$ cat src/rtl/fp_mul_param_if.sv
// Start/done handshake and operand/result bundle for the iterative FP multiplier.
interface fp_mul_param_if #(
   parameter int unsigned W = 32
);
   logic         start_i;
   logic [W-1:0] a_i;
   logic [W-1:0] b_i;
   logic         rnd_mode_i;
   logic [W-1:0] product_o;
   logic         busy_o;
   logic         done_o;
   logic         nan_o;
   logic         infinit_o;
   logic         overflow_o;
   logic         underflow_o;

   modport master (
      output start_i, a_i, b_i, rnd_mode_i,
      input  product_o, busy_o, done_o, nan_o, infinit_o, overflow_o, underflow_o
   );

   modport slave (
      input  start_i, a_i, b_i, rnd_mode_i,
      output product_o, busy_o, done_o, nan_o, infinit_o, overflow_o, underflow_o
   );
endinterface

$ cat src/rtl/fp_mul_param.sv
// Parametrised IEEE-754 multiplier: shift-add significand product (one bit per
// cycle), subnormal inputs treated as zero, flush-to-zero on underflow, RNE/RTZ.
module fp_mul_param #(
   parameter int unsigned EXP_W = 8,
   parameter int unsigned MAN_W = 23
) (
   input logic           clk,
   input logic           rst,
   fp_mul_param_if.slave bus
);
   localparam int unsigned SIG_W  = MAN_W + 1;
   localparam int unsigned W      = 1 + EXP_W + MAN_W;
   localparam int unsigned PROD_W = 2 * SIG_W;
   localparam int unsigned E2_W   = EXP_W + 2;
   localparam int unsigned CNT_W  = $clog2(SIG_W);
   localparam int unsigned BIAS   = (2 ** (EXP_W - 1)) - 1;
   localparam int unsigned EMAX   = (2 ** EXP_W) - 1;
   localparam logic signed [E2_W-1:0] E_MAX = E2_W'(EMAX);

   typedef enum logic [2:0] {IDLE, UNPACK, MULT, NORM, ROUND, DONE} state_t;

   state_t state, next_state;

   logic [W-1:0]            a_r, b_r;
   logic                    rnd_r;
   logic                    sign_r;
   logic signed [E2_W-1:0]  exp_r;
   logic [SIG_W-1:0]        mcand_r;
   logic [PROD_W-1:0]       prod_r;
   logic [CNT_W-1:0]        cnt_r;
   logic [SIG_W-1:0]        mant_r;
   logic                    g_r, s_r;

   // operand classification
   logic [EXP_W-1:0] ea_c, eb_c;
   logic [MAN_W-1:0] fa_c, fb_c;
   logic a_nan_c, b_nan_c, a_inf_c, b_inf_c, a_zero_c, b_zero_c;
   logic is_nan_c, is_inf_c, special_c, sign_c;
   logic signed [E2_W-1:0] exp_sum_c;
   logic [W-1:0] spec_res_c;

   assign ea_c     = a_r[W-2:MAN_W];
   assign eb_c     = b_r[W-2:MAN_W];
   assign fa_c     = a_r[MAN_W-1:0];
   assign fb_c     = b_r[MAN_W-1:0];
   assign a_nan_c  = (&ea_c) & (|fa_c);
   assign b_nan_c  = (&eb_c) & (|fb_c);
   assign a_inf_c  = (&ea_c) & ~(|fa_c);
   assign b_inf_c  = (&eb_c) & ~(|fb_c);
   assign a_zero_c = ~(|ea_c);
   assign b_zero_c = ~(|eb_c);
   assign sign_c   = a_r[W-1] ^ b_r[W-1];
   assign is_nan_c = a_nan_c | b_nan_c | (a_inf_c & b_zero_c) | (b_inf_c & a_zero_c);
   assign is_inf_c = a_inf_c | b_inf_c;
   assign special_c = is_nan_c | is_inf_c | a_zero_c | b_zero_c;
   assign exp_sum_c = E2_W'(ea_c) + E2_W'(eb_c) - E2_W'(BIAS);

   // special-case result in priority order: NaN, infinity, zero
   always_comb begin
      spec_res_c = {sign_c, {(W-1){1'b0}}};
      if (is_nan_c)
         spec_res_c = {1'b0, {EXP_W{1'b1}}, 1'b1, {(MAN_W-1){1'b0}}};
      else if (is_inf_c)
         spec_res_c = {sign_c, {EXP_W{1'b1}}, {MAN_W{1'b0}}};
   end

   // one shift-add step; the low half of prod_r holds the unconsumed multiplier bits
   logic [SIG_W:0] sum_c;
   assign sum_c = {1'b0, prod_r[PROD_W-1:SIG_W]} + (prod_r[0] ? {1'b0, mcand_r} : '0);

   // normalisation and guard/sticky extraction
   logic [SIG_W-1:0]       nmant_c;
   logic                   ng_c, ns_c;
   logic signed [E2_W-1:0] nexp_c;
   always_comb begin
      nmant_c = prod_r[PROD_W-2 -: SIG_W];
      ng_c    = prod_r[SIG_W-2];
      ns_c    = |prod_r[SIG_W-3:0];
      nexp_c  = exp_r;
      if (prod_r[PROD_W-1]) begin
         nmant_c = prod_r[PROD_W-1 -: SIG_W];
         ng_c    = prod_r[SIG_W-1];
         ns_c    = |prod_r[SIG_W-2:0];
         nexp_c  = exp_r + E2_W'(1);
      end
   end

   // rounding, underflow flush and overflow saturation
   logic                   inc_c, unf_c, ovf_c;
   logic [SIG_W:0]         rsum_c;
   logic [MAN_W-1:0]       rfrac_c;
   logic signed [E2_W-1:0] rexp_c;
   logic [W-1:0]           round_res_c;
   always_comb begin
      inc_c   = ~rnd_r & g_r & (s_r | mant_r[0]);
      rsum_c  = {1'b0, mant_r} + (SIG_W+1)'(inc_c);
      rfrac_c = rsum_c[MAN_W-1:0];
      rexp_c  = exp_r;
      if (rsum_c[SIG_W]) begin
         rfrac_c = rsum_c[SIG_W-1:1];
         rexp_c  = exp_r + E2_W'(1);
      end
      unf_c = exp_r[E2_W-1] | (exp_r == '0);
      ovf_c = ~unf_c & (rexp_c >= E_MAX);
      round_res_c = {sign_r, rexp_c[EXP_W-1:0], rfrac_c};
      if (unf_c)
         round_res_c = {sign_r, {(W-1){1'b0}}};
      else if (ovf_c && rnd_r)
         round_res_c = {sign_r, EXP_W'(EMAX - 1), {MAN_W{1'b1}}};
      else if (ovf_c)
         round_res_c = {sign_r, {EXP_W{1'b1}}, {MAN_W{1'b0}}};
   end

   // state register
   always_ff @(posedge clk or posedge rst) begin
      if (rst) state <= IDLE;
      else     state <= next_state;
   end

   // next-state logic
   always_comb begin
      next_state = state;
      case (state)
         IDLE:    if (bus.start_i) next_state = UNPACK;
         UNPACK:  next_state = special_c ? DONE : MULT;
         MULT:    if (cnt_r == CNT_W'(SIG_W - 1)) next_state = NORM;
         NORM:    next_state = ROUND;
         ROUND:   next_state = DONE;
         DONE:    next_state = IDLE;
         default: next_state = IDLE;
      endcase
   end

   // datapath registers and registered outputs
   always_ff @(posedge clk or posedge rst) begin
      if (rst) begin
         a_r             <= '0;
         b_r             <= '0;
         rnd_r           <= 1'b0;
         sign_r          <= 1'b0;
         exp_r           <= '0;
         mcand_r         <= '0;
         prod_r          <= '0;
         cnt_r           <= '0;
         mant_r          <= '0;
         g_r             <= 1'b0;
         s_r             <= 1'b0;
         bus.product_o   <= '0;
         bus.busy_o      <= 1'b0;
         bus.done_o      <= 1'b0;
         bus.nan_o       <= 1'b0;
         bus.infinit_o   <= 1'b0;
         bus.overflow_o  <= 1'b0;
         bus.underflow_o <= 1'b0;
      end else begin
         case (state)
            IDLE: begin
               if (bus.start_i) begin
                  a_r             <= bus.a_i;
                  b_r             <= bus.b_i;
                  rnd_r           <= bus.rnd_mode_i;
                  bus.product_o   <= '0;
                  bus.nan_o       <= 1'b0;
                  bus.infinit_o   <= 1'b0;
                  bus.overflow_o  <= 1'b0;
                  bus.underflow_o <= 1'b0;
               end
            end
            UNPACK: begin
               sign_r  <= sign_c;
               exp_r   <= exp_sum_c;
               mcand_r <= {1'b1, fa_c};
               prod_r  <= {SIG_W'(0), 1'b1, fb_c};
               cnt_r   <= '0;
               if (special_c) begin
                  bus.product_o <= spec_res_c;
                  bus.nan_o     <= is_nan_c;
                  bus.infinit_o <= ~is_nan_c & is_inf_c;
               end
            end
            MULT: begin
               prod_r <= {sum_c, prod_r[SIG_W-1:1]};
               cnt_r  <= cnt_r + CNT_W'(1);
            end
            NORM: begin
               mant_r <= nmant_c;
               g_r    <= ng_c;
               s_r    <= ns_c;
               exp_r  <= nexp_c;
            end
            ROUND: begin
               bus.product_o   <= round_res_c;
               bus.overflow_o  <= ovf_c;
               bus.infinit_o   <= ovf_c & ~rnd_r;
               bus.underflow_o <= unf_c;
            end
            default: ;
         endcase
         bus.done_o <= (next_state == DONE);
         bus.busy_o <= (next_state != IDLE);
      end
   end
endmodule

$ cat src/flat_wrapper.sv
// flat-port wrapper written by rule: the top's interface ports become plain ports
module fp_mul_param_flat 
#(
   parameter int unsigned EXP_W = 8,
   parameter int unsigned MAN_W = 23
)
  (clk, rst, bus_start_i, bus_a_i, bus_b_i, bus_rnd_mode_i, bus_product_o, bus_busy_o, bus_done_o, bus_nan_o, bus_infinit_o, bus_overflow_o, bus_underflow_o);
  fp_mul_param_if #(.W(32)) bus_i ();
  input logic clk;
  input logic rst;
  input wire logic [$bits(bus_i.start_i)-1:0] bus_start_i;
  input wire logic [$bits(bus_i.a_i)-1:0] bus_a_i;
  input wire logic [$bits(bus_i.b_i)-1:0] bus_b_i;
  input wire logic [$bits(bus_i.rnd_mode_i)-1:0] bus_rnd_mode_i;
  output wire logic [$bits(bus_i.product_o)-1:0] bus_product_o;
  output wire logic [$bits(bus_i.busy_o)-1:0] bus_busy_o;
  output wire logic [$bits(bus_i.done_o)-1:0] bus_done_o;
  output wire logic [$bits(bus_i.nan_o)-1:0] bus_nan_o;
  output wire logic [$bits(bus_i.infinit_o)-1:0] bus_infinit_o;
  output wire logic [$bits(bus_i.overflow_o)-1:0] bus_overflow_o;
  output wire logic [$bits(bus_i.underflow_o)-1:0] bus_underflow_o;
  assign bus_i.start_i = bus_start_i;
  assign bus_i.a_i = bus_a_i;
  assign bus_i.b_i = bus_b_i;
  assign bus_i.rnd_mode_i = bus_rnd_mode_i;
  assign bus_product_o = bus_i.product_o;
  assign bus_busy_o = bus_i.busy_o;
  assign bus_done_o = bus_i.done_o;
  assign bus_nan_o = bus_i.nan_o;
  assign bus_infinit_o = bus_i.infinit_o;
  assign bus_overflow_o = bus_i.overflow_o;
  assign bus_underflow_o = bus_i.underflow_o;
  fp_mul_param #(.EXP_W(EXP_W), .MAN_W(MAN_W)) u_core (.clk(clk), .rst(rst), .bus(bus_i));
endmodule
$ cat config.mk
export PLATFORM = sky130hd
export DESIGN_NAME = fp_mul_param_flat
export DESIGN_NICKNAME = d
export VERILOG_FILES = /design/src/rtl/fp_mul_param_if.sv /design/src/rtl/fp_mul_param.sv /design/src/flat_wrapper.sv
export SDC_FILE = /design/constraint.sdc
export NUM_CORES = 1
export LEC_CHECK = 0
export CORE_MARGIN = 1
export CORE_UTILIZATION = 35
export CTS_BUF_LIST = sky130_fd_sc_hd__clkbuf_8
export CTS_CLUSTER_SIZE = 28
export DETAILED_ROUTE_END_ITERATION = 10
export PLACE_DENSITY_LB_ADDON = 0.25
export SYNTH_ARGS = -nofsm -noshare
export SYNTH_HDL_FRONTEND = slang
export SYNTH_SLANG_ARGS = --single-unit
$ cat constraint.sdc
create_clock -name clk -period 14.51 [get_ports clk]
set_input_delay 2.902 -clock clk [delete_from_list [all_inputs] [get_ports clk]]
set_output_delay 2.902 -clock clk [all_outputs]
set_load 0.02 [all_outputs]
; Word-level counts from Yosys, hierarchy flattened
; Index checks and enable logic that the tools add are counted.
[totals]
elab_cells = 114
romBits = 0
mem_count = 0
output_inout_bits = 38
in_bits = 68
regBits = 220
latchBits = 0
ram_bits = 0
[classes]
addsub = 6
magnitude_cmp = 1
mux = 29
n_reduce_logical = 22
n_bitwise = 28
div_mod_pow = 0
multipliers = 0
shifts = 0
eq_ne = 9
[op_table]
columns = operator, count
row1 = $mux 31, 4
row2 = $mux 32, 3
row3 = $pmux 32 s3, 1
row4 = $pmux 48 s2, 1
row5 = $reduce_or 23->1, 3
row6 = $mux 24, 2
row7 = $add 24x1->25, 1
row8 = $add 24x25->25, 1
row9 = $mux 23, 1
row10 = $reduce_or 22->1, 1
row11 = $mux 10, 2
row12 = $pmux 10 s2, 1
row13 = $reduce_and 8->1, 2
row14 = $reduce_or 8->1, 2
row15 = $pmux 3 s5, 1
row16 = $and 1x1->1, 11
row17 = $add 10x2->10 const B, 1
row18 = $ge 10x9->1 const B, 1
row19 = $logic_not 10->1, 1
row20 = $pmux 5 s2, 1
row21 = $sub 10x7->10 const B, 1
row22 = $add 8x8->9, 1
row23 = $mux 3, 3
row24 = $or 1x1->1, 9
row25 = other kinds (18), 40

; Longest topological paths before layout
; Gate-level depths: netlist of the first run.
[logic_depth]
word_depth = 12
depth_mapped = 12
mapped_depth_nobuf = 10

; Least setup slack after synthesis of the first run
; No wires, ideal clock.
[synth_timing]
kind = input to register
startpoint = input bus_start_i
endpoint = register u_core.a_r[10]
setup_slack_ns = 10.084
n_path_buf = 2
t_arrival_ns = 4.301
t_required_ns = 14.385
path_stages = 4
cell_sequence = nor4b_1 clkbuf_1 clkbuf_1 mux2_2
[synth_via]
elab_chain_cells = 1
[synth_lines]
columns = item, line_no
row1 = "start, declared", flat_wrapper.sv:11  ; input wire logic [$bits(bus_i.start_i)-1:0] bus_start_i;
row2 = $reduce_and 2->1 (no source line), n/a
row3 = "end signal, assigned", fp_mul_param.sv:159  ; a_r <= bus.a_i;
row4 = "end, declared", fp_mul_param.sv:24  ; logic [W-1:0] a_r, b_r;
; Every way passes these cells.
; A chain may end at the register's enable or synchronous reset.

; Final worst setup path of the first run
[layout_timing]
startpoint = input bus_start_i
endpoint = register u_core.bus.product_o[1]
[layout_via]
elab_chain_cells = 2
[layout_lines]
columns = item, line_no
row1 = $ne 2x2->1 (no source line), n/a
row2 = $reduce_and 3->1 (no source line), n/a
row3 = "end signal, assigned", fp_mul_param.sv:176  ; bus.product_o <= spec_res_c;
row4 = "end signal, assigned", fp_mul_param.sv:192  ; bus.product_o <= round_res_c;
row5 = "end, declared", fp_mul_param_if.sv:24  ; output product_o, busy_o, done_o, nan_o, infinit_o, overflow_o, underflow_o
; Every way passes these cells.

==> results of run 1 <==
metrics by stage:
| stage | utilization (%) | cells | setup slack, ns |
|---|---|---|---|
| 2_1_floorplan | - | 1219 | 5.59 |
| 3_3_place_gp | 40.2 | 1713 | 9.47 |
| 3_5_place_dp | 40.2 | 1713 | 9.48 |
| 4_1_cts | 42.6 | 1782 | 10.04 |
| 5_1_grt | 42.6 | 1782 | 9.81 |
| 6_report | 42.6 | 1782 | 9.99 |
final cells by class:
cell class	instances	share of cell area, %
sequential	220	39.4
clock buffer	47	4.63
tap	442	3.96
timing repair buffer	117	8.17
clock inverter	22	0.869
multi-input combinational	913	42.3
inverter	21	0.618
final timing paths:
kind / end / startpoint / cells past startpoint
hold / removal: u_core.mcand_r[23] / u_core.mcand_r[23] / 1
setup / recovery: u_core.bus.product_o[1] / bus_start_i / 6
min in group asynchronous: u_core.bus.product_o[28] / rst / 2
setup reg to reg: u_core.bus.product_o[22] / u_core.rnd_r / 9
hold reg to reg: u_core.mcand_r[23] / u_core.mcand_r[23] / 1
max in group asynchronous: u_core.prod_r[33] / rst / 3
kinds of logic after synthesis:
logic type / Yosys count
flip-flops: 220
AND/OR/NAND/NOR: 446
AO/OA/AOI/OAI: 278
buffers and inverters: 86
adder cells (fa/ha/maj): 40
multiplexers: 94
XOR/XNOR: 55
synth_stat cells (9+ instances only):
| library cell | n |
|---|---|
| nor3_1 | 16 |
| clkbuf_1 | 51 |
| inv_1 | 20 |
| and2_1 | 26 |
| a21o_1 | 9 |
| nand3_1 | 23 |
| xor2_1 | 27 |
| a32oi_1 | 10 |
| nor2_1 | 52 |
| nand4_1 | 16 |
| a31oi_1 | 19 |
| mux2_2 | 64 |
| o21ai_0 | 73 |
| o211ai_1 | 13 |
| dfrtp_1 | 220 |
| a21oi_1 | 36 |
| nand2_1 | 240 |
| xnor2_1 | 28 |
| ha_1 | 38 |
| o21ai_1 | 28 |
| mux2i_1 | 30 |
| a22oi_1 | 26 |
| nor4_1 | 22 |
routing by layer:
layer  part of all wire, %  vias up  wire [um]
li1                      -     4576          -
met2                    43      205      11800
met5                     0        -          0
met1                    52     4406      14300
met4                   1.7        0        481
met3                   3.8       38       1060
cell usage in the layout (no fill, tap or decap), types with 23 or more instances in the layout:
cell type / n
o21ai_0: 73
xnor2_1: 28
a22oi_1: 26
mux2i_1: 30
nand3_1: 23
dfrtp_1: 220
clkbuf_8: 47
a21oi_1: 36
o21ai_1: 28
mux2_2: 64
xor2_1: 27
inv_1: 35
nor2_1: 50
ha_1: 38
clkdlybuf4s50_1: 105
and2_1: 26
nand2_1: 240
flip-flops by register name (all words and copies together) (netlist names):
signal / count
u_core.bus.product_o: 32
u_core.rnd_r: 1
u_core.bus.done_o: 1
u_core.mant_r: 24
u_core.bus.nan_o: 1
u_core.b_r: 32
u_core.state: 3
u_core.bus.busy_o: 1
u_core.prod_r: 48
u_core.a_r: 32
u_core.exp_r: 10
u_core.mcand_r: 24
u_core.bus.infinit_o: 1
u_core.g_r: 1
u_core.s_r: 1
u_core.bus.underflow_o: 1
u_core.bus.overflow_o: 1
u_core.cnt_r: 5
u_core.sign_r: 1
where the power goes:
| group | switching, mW | total, mW | internal (mW) |
|---|---|---|---|
| combinational | 0.707 | 1.28 | 0.574 |
| sequential | 0.261 | 1.14 | 0.883 |
| clock | 0.251 | 0.562 | 0.311 |
worst max-delay path, cell delays in order:
cell	delay (ns)
clkdlybuf4s50_1	0.51
nor2_1	0.08
o22ai_1	0.17
nand2_1	0.70
a22oi_1	0.44
a22oi_2	0.08
==> summary.md, run 1 <==
| Metric | Value |
|---|---|
| LEAKAGE | around 6.0 nW |
| Synth top area cells | dfrtp_1 (47%), nand2_1 (7.7%), mux2_2 (6.1%), ha_1 (4.0%), o21ai_0 (3.1%) |
| CP Launch Type | primary input |
| CTS Hold Bufs | 0 |
| Vias in the first global route | between 8,000 and 9,000 |
| CP max FO | 36 |
| I/O Pins | 106 |
| First-pass DRT Iterations | 6 |
| NumNets Final | between 1,000 and 1,500 |
| Final Power | about 3 mW |
| GR Util met1 | between 20 and 30% |
| Total CTS buffers | 39 |
| Async S/R FF share, synth | 100% |
| Hold Violations, Final | 0 |
| Register clock-pin slew on the reported worst setup and hold paths | approximately 0.060 ns |
| Htree depth | 2 |
| GR peak layer | met2 |
| Layout cells sized above 1 | 11.0% |
| Synth Area in Compound Gates | between 15 and 20% |
| Die Y | 185 um |
| Initial Util | roughly 36% |
| CP Class | in2reg |
| Period utilization | between 30 and 40% |
| Synth Area in XOR/XNOR | under 10% |
| Sequential share of the synthesized area | between 40 and 50% |
| Max-Cap Viols | 0 |
| Fillers | 3,234 |
| DRT iter0 DRCs | just under 500 |
| Highest Clock Rate | ~220 MHz |
| DR vias | 9,225 |
| Post-route cell area | about 14,000 um2 |
| Post-CTS setup buffers | 0 |
| Worst hold slack | around 0.46 ns |
| Post-synth top area cell | dfrtp_1 |
| Final WL | between 20,000 and 30,000 um |
| Synth Flop Type | dfrtp_1 |
| Post_cts resized | 0 |
| Critical Path RT | approximately 15 ns |
| PwrDens | approximately 210 nW/um2 |
| Total negative slack | 0 ns |
| R2R Setup Slk | ~11 ns |
| Port Buffers | around 110 |
| Multi-input gate area | between 5000 and 6000 um2 |
| Grt met2 use | 25.4% |
| Synth cell types | between 70 and 80 |
| Netlist Area Pre-Place | 11,700 um2 |
| Setup Skew | 0.0180 ns |
| Overflow after GRT | 0 |
| VDD IR max | 0.0000853 V |
| Die Width | 185 um |
| Critical path arrival | around 4.9 ns |
| Layout area overhead | 18.9% |
| Storage element area | around 5500 um2 |
| Die ar. | around 34,000 um2 |
| Initial antenna violation count | 0 |
| WL/cell | approximately 16 um |
| Clk_lat worst skew | ~0.54 ns |
| Post-Synth Simple-Gate Area | between 10% and 20% |
| Post-Syn Nets | 1,327 |
| Routability cong. | 0.833 |
| Worst-Margin Slew | 1.18 ns |
| Synthesized instance count | approximately 1,200 |
| Largest family of logic cells by synthesized area | simple AND/OR/NAND/NOR gates |
| # setup viols final | 0 |
| Yosys reg bits | 220 |
| Hold Path Class | reg2reg |
| Status | finished clean |
| Row count | 66 |
| Post-synth top area share | a little under half |
| Total core area | approximately 33,000 um2 |
| CTS sink count | between 200 and 250 |
| Met3 Track Usage GR | between 2 and 2.5% |
| First-pass GRT wire length | roughly 47,000 um |
| Post-synthesis adder-cell area fraction | ~4.4% |
| N_diodes | 0 |
| Synth Warn # | 0 |
| Final worst path period need | around 4.5 ns |
| DP Area | 13,200 um2 |
| Slew Limit Fails | 0 |
| Post-route ant nets | 0 |
| CP Capture Type | register |
| Largest net degree at the start of global routing | 100 |
| CTS tree | yes |
| Drt drc | 0 |
| Mux contribution to synthesized area | between 8 and 9% |
| Max-slew headroom | about a fifth |
| Detail Placement HPWL | 19,800 um |
| CTS max path bufs | 3 |
| Synth Area per Inst | 9.63 um2 |
| Gr usage total | roughly 17% |
| Clock root buffer | clkbuf_8 |
| Via density | slightly above 5 |
| Number of synthesized flops with an enable pin | 0 |
| RSZ-0062 raised after global routing | false |
No activity file was read; power rests on OpenSTA's default activity.
==> run 2: changes to the inputs <==
Clock period 14.51 ns to 3.75 ns, I/O delays scaled along.
==> run 2 against run 1 <==
Against the previous run: hold slack about the same; power rose to 3.9 times the previous value; sequential power rose to 3.9 times the previous value; die area unchanged; clock power rose to 3.9 times the previous value; final area up 0.45%; highest routed layer unchanged; critical endpoint is now u_core.prod_r[47]; largest cell class unchanged; sequential cell count unchanged; via count down 1.6%; global-route usage down 0.34 points; critical path depth up 4; worst setup slack worse by 9.6 ns.
==> summary.md, run 2 (same netlist as run 1, synthesis figures left out) <==
| Metric | Value |
|---|---|
| Status | finished clean |
| DP Area | about 13,000 um2 |
| Total negative slack | 0 ns |
| Highest Clock Rate | 296 MHz |
| LEAKAGE | roughly 6.0 nW |
| CP Cell Sequence | and2_1, ha_1, fa_1, a21oi_1, o21ai_1, a211oi_1, o2111ai_1, a41oi_1, nor2b_1, o41a_1 |
| Post_cts resized | 0 |
| Largest Register | u_core.prod_r |
| Gr usage total | between 10% and 20% |
| CP Class | reg2reg |
| CTS Hold Bufs | 0 |
| CP Capture Type | register |
| Clk_lat worst skew | around 0.53 ns |
| Number of flip-flops in the largest register | 48 |
| DR vias | 9,077 |
| Initial Util | a little over a third |
| Max-Cap Viols | 0 |
| Slew Limit Fails | 0 |
| Detail Placement HPWL | just under 20,000 um |
| Die Width | about 190 um |
| Total CTS buffers | 40 |
| Final core occ | a little over two fifths |
| Worst path slowest cell | dfrtp_1 |
| Critical Path RT | about 4.2 ns |
| CTS max path bufs | 3 |
| Layout cells sized above 1 | around 11% |
| CP peak stage delay | approximately 0.57 ns |
| Hold Path Class | reg2reg |
| Via density | ~5.1 |
| First-pass GRT wire length | roughly 46,000 um |
| Layout area overhead | 19.4% |
| Critical path arrival | approximately 3.8 ns |
| WL/cell | 15.3 um |
| Register clock-pin slew on the reported worst setup and hold paths | 0.06 ns |
| Port Buffers | around 110 |
| Largest delay share family, worst path | compound AO/OA/AOI/OAI gates |
| DRT iter0 DRCs | 542 |
| Row count | between 60 and 70 |
| Die Y | 185 um |
| CP max FO | 26 |
| Largest net degree at the start of global routing | 113 |
| CTS sink count | 220 |
| Period utilization | between 90 and 100% |
| Setup Skew | approximately 0.017 ns |
| Vias in the first global route | between 8,000 and 9,000 |
| # setup viols final | 0 |
| Final WL | 27,300 um |
| Htree depth | 2 |
| Die ar. | 34,300 um2 |
| Overflow after GRT | 0 |
| RSZ-0062 raised after global routing | false |
| Drt drc | 0 |
| PwrDens | 828 nW/um2 |
| NumNets Final | 1,422 |
| Total core area | between 30,000 and 40,000 um2 |
| Post-route cell area | roughly 14,000 um2 |
| Commonest non-fill, non-tap cells in the layout | nand2_1 (240), dfrtp_1 (220), clkdlybuf4s50_1 (105) |
| Worst-Margin Slew | 0.974 ns |
| First-pass DRT Iterations | 5 |
| N_diodes | 0 |
| Worst hold slack | 0.458 ns |
| CP Launch Type | register |
| Max-slew headroom | about a third |
| Post-CTS setup buffers | 0 |
| VDD IR max | about 0.00034 V |
| Most common cell after layout, fill and taps aside | nand2_1 |
| Hold Violations, Final | 0 |
| Final worst path period need | about 3.4 ns |
| Final setup margin | between 0.3 and 0.4 ns |
| I/O Pins | roughly 110 |
| Routability cong. | 0.845 |
| Initial antenna violation count | 0 |
| Clock root buffer | clkbuf_8 |
| CTS tree | yes |
| CP bufs+invs | 0 |
| Post-route ant nets | 0 |
| Pre-CTS setup slack | 0.403 ns |
-- run 2: cell types whose count changed in the layout (fill, tap and decap cells not counted) --
| cell | before | now |
|---|---|---|
| buf_12 | 0 | 3 |
| buf_4 | 12 | 10 |
| clkbuf_8 | 47 | 50 |
| clkinv_2 | 3 | 2 |
| clkinvlp_4 | 1 | 2 |
| inv_1 | 35 | 31 |
| inv_8 | 1 | 0 |
-- run 2: cell type report --
cell class	instances	area, um2
Tap cell	442	553
Clock inverter	17	101
Sequential cell	220	5510
Fill cell	3227	18800
Inverter	21	82.6
Clock buffer	50	688
Multi-Input combinational cell	913	5910
Timing Repair Buffer	118	1190
-- run 2: final timing paths --
path                            slack (ns)               start  cells after the start                 end
worst min-delay path                  0.46  u_core.mcand_r[23]                      1  u_core.mcand_r[23]
worst max-delay path                  0.37    u_core.prod_r[0]                     10   u_core.prod_r[47]
worst min register to register        0.46  u_core.mcand_r[23]                      1  u_core.mcand_r[23]
min in group asynchronous             0.75                 rst                      3      u_core.a_r[31]
max in group asynchronous             2.50                 rst                      3      u_core.a_r[15]
worst max register to register        0.37    u_core.prod_r[0]                     10   u_core.prod_r[47]
-- run 2: metrics by stage --
| step | power, mW | instances |
|---|---|---|
| 2_1_floorplan | 7.94 | 1219 |
| 3_3_place_gp | 9.34 | 1714 |
| 3_5_place_dp | 9.45 | 1714 |
| 4_1_cts | 11.7 | 1781 |
| 5_1_grt | 12.6 | 1781 |
| 6_report | 11.6 | 1781 |
-- run 2: per-layer routing --
metal	wire (um)	global-route usage [%]	vias up
li1	-	-	4570
met1	14100	24.4	4292
met2	11800	25.4	188
met3	1100	2.56	27
met4	334	3.87	0
met5	0	0	-
-- run 2: report_power, final --
group          switching [mW]  internal [mW]
registers                1.01           3.42
logic                    2.74           2.23
clock network           0.953           1.26
==> run 3: changes to the inputs <==
Settings changed: GPL_TIMING_DRIVEN from default to 0.
==> run 3 against run 2 <==
Against the previous run: sequential power shrank 3%; wire length is 9.4% higher; combinational power rose by 7.2%; hold slack improved by 0.0057 ns; global-route usage is 1.5 points higher; die area stayed put; sequential share of layout area down 0.68 points; final cell count is 3.3% higher; via count up 5.6%; final area grew 1.8%; non-clock buffer count is 58 higher; critical path depth unchanged; critical endpoint unchanged.
==> summary.md, run 3 (same netlist as run 1, synthesis figures left out) <==
| Metric | Value |
|---|---|
| Port Buffers | ~110 |
| Fillers | 3,218 |
| Grt met2 use | approximately 28% |
| WL/cell | 16.2 um |
| CP Capture Type | register |
| Die Width | about 190 um |
| First-pass GRT wire length | just under 50,000 um |
| Critical path arrival | around 3.8 ns |
| CP Class | reg2reg |
| # setup viols final | 0 |
| First-pass DRT Iterations | 5 |
| Total core area | 32,800 um2 |
| Drt drc | 0 |
| Overflow after GRT | 0 |
| CTS sink count | 220 |
| DRT iter0 DRCs | just over 500 |
| Worst hold slack | about 0.46 ns |
| Total CTS buffers | 41 |
| Routability cong. | about 0.90 |
| PwrDens | 832 nW/um2 |
| LEAKAGE | slightly above 6 nW |
| Detail Placement HPWL | ~23,000 um |
| Hold Violations, Final | 0 |
| Vias in the first global route | 9,357 |
| Die Y | between 150 and 200 um |
| Commonest non-fill, non-tap cells in the layout | nand2_1 (240), dfrtp_1 (220), clkdlybuf4s50_1 (105) |
| Pre-CTS setup slack | -0.182 ns |
| Slew Limit Fails | 0 |
| Row count | 66 |
| Status | finished clean |
| RSZ-0062 raised after global routing | false |
| Largest Register | u_core.prod_r |
| Post_cts resized | 0 |
| VDD IR max | 0.000371 V |
| Highest Clock Rate | roughly 300 MHz |
| CTS Hold Bufs | 0 |
| GR Util met1 | about 26% |
| Met3 Track Usage GR | about 3.2% |
| Final WL | ~30,000 um |
| NumNets Final | about 1,500 |
| Largest net degree at the start of global routing | 42 |
| Max-slew headroom | a little over a third |
| Initial antenna violation count | 0 |
| Critical Path RT | ~4.2 ns |
| Period utilization | roughly 90% |
| Max-Cap Viols | 0 |
| Worst-Margin Slew | about 0.96 ns |
| N_diodes | 0 |
| Die ar. | 34,300 um2 |
| Most common cell after layout, fill and taps aside | nand2_1 |
| Gr usage total | 18.1% |
| CTS tree | yes |
| Register clock-pin slew on the reported worst setup and hold paths | approximately 0.060 ns |
| Final core occ | 43.5% |
| Hold Path Class | reg2reg |
| I/O Pins | between 100 and 150 |
| Clk_lat worst skew | 0.56 ns |
| Initial Util | 35.8% |
| CTS max path bufs | 3 |
| CP Launch Type | register |
| Final setup margin | approximately 0.36 ns |
| Layout cells sized above 1 | 10.7% |
| Layout area overhead | 21.6% |
| GR peak layer | met2 |
| Post-route ant nets | 0 |
| Setup Skew | ~0.040 ns |
| Final worst path period need | 3.39 ns |
| Clock root buffer | clkbuf_8 |
| DR vias | ~9,600 |
| CP max FO | 10 |
| Via density | approximately 5.2 |
| Post-CTS setup buffers | 0 |
| Number of flip-flops in the largest register | 48 |
| Htree depth | 2 |
-- run 3: cell count changes in the layout (fill, tap and decap cells not counted), moves of 2 or more --
cell,delta
buf_1,+5
buf_12,+2
buf_2,+6
buf_4,-9
buf_6,+2
clkbuf_1,+51
nor2_1,+2
-- run 3: per-layer routing --
| metal | routed length [um] | vias up |
|---|---|---|
| li1 | - | 4699 |
| met1 | 14500 | 4586 |
| met2 | 13300 | 256 |
| met3 | 1620 | 42 |
| met4 | 500 | 0 |
| met5 | 0 | - |
-- run 3: path summary, 6_finish.rpt --
path                                    startpoint                  to  slack, ns  cells after the start
worst max-delay path              u_core.prod_r[0]   u_core.prod_r[47]       0.36                     10
worst min-delay path            u_core.mcand_r[23]  u_core.mcand_r[23]       0.46                      1
worst max register to register    u_core.prod_r[0]   u_core.prod_r[47]       0.36                     10
worst min register to register  u_core.mcand_r[23]  u_core.mcand_r[23]       0.46                      1
max in group asynchronous                      rst  u_core.mcand_r[12]       1.96                      5
min in group asynchronous                      rst      u_core.b_r[23]       0.73                      2
-- run 3: layout make-up --
class	count	area [um2]	share of cell area (%)
well taps	442	553	3.87
flip-flops and latches	220	5510	38.6
plain buffers	65	270	1.89
multi-input cells	913	5890	41.2
inverters	21	82.6	0.579
clock buffers	49	674	4.73
clock inverters	18	123	0.859
repair buffers	111	1180	8.26
-- run 3: metrics by stage --
step	setup TNS (ns)	instances	total power [mW]	cell area, um2
after floorplan	0	1219	7.94	11700
after global placement	-361.60	1766	9.52	13300
after detailed placement	-3.04	1772	9.66	13500
after CTS	0	1839	12.0	14300
after global routing	0	1839	12.9	14300
final	0	1839	11.9	14300
-- run 3: power by group --
group / leakage (nW) / switching [mW] / total [mW] / internal [mW]
clock network: 0.454 / 1.00 / 2.26 / 1.25
logic: 2.90 / 3.04 / 5.33 / 2.29
registers: 2.78 / 0.872 / 4.29 / 3.42
total: 6.13 / 4.92 / 11.9 / 6.96
-- run 3: worst max-delay path, cell delays in order, from the launching register on --
cell and delay, ns:
dfrtp_1 0.44, clkbuf_1 0.29, and2_1 0.18, ha_1 0.28, a2111oi_2 0.42, o21ai_1 0.21
a211oi_1 0.44, o2111ai_1 0.24, a41oi_1 0.35, nor2b_1 0.10, o41a_1 0.32
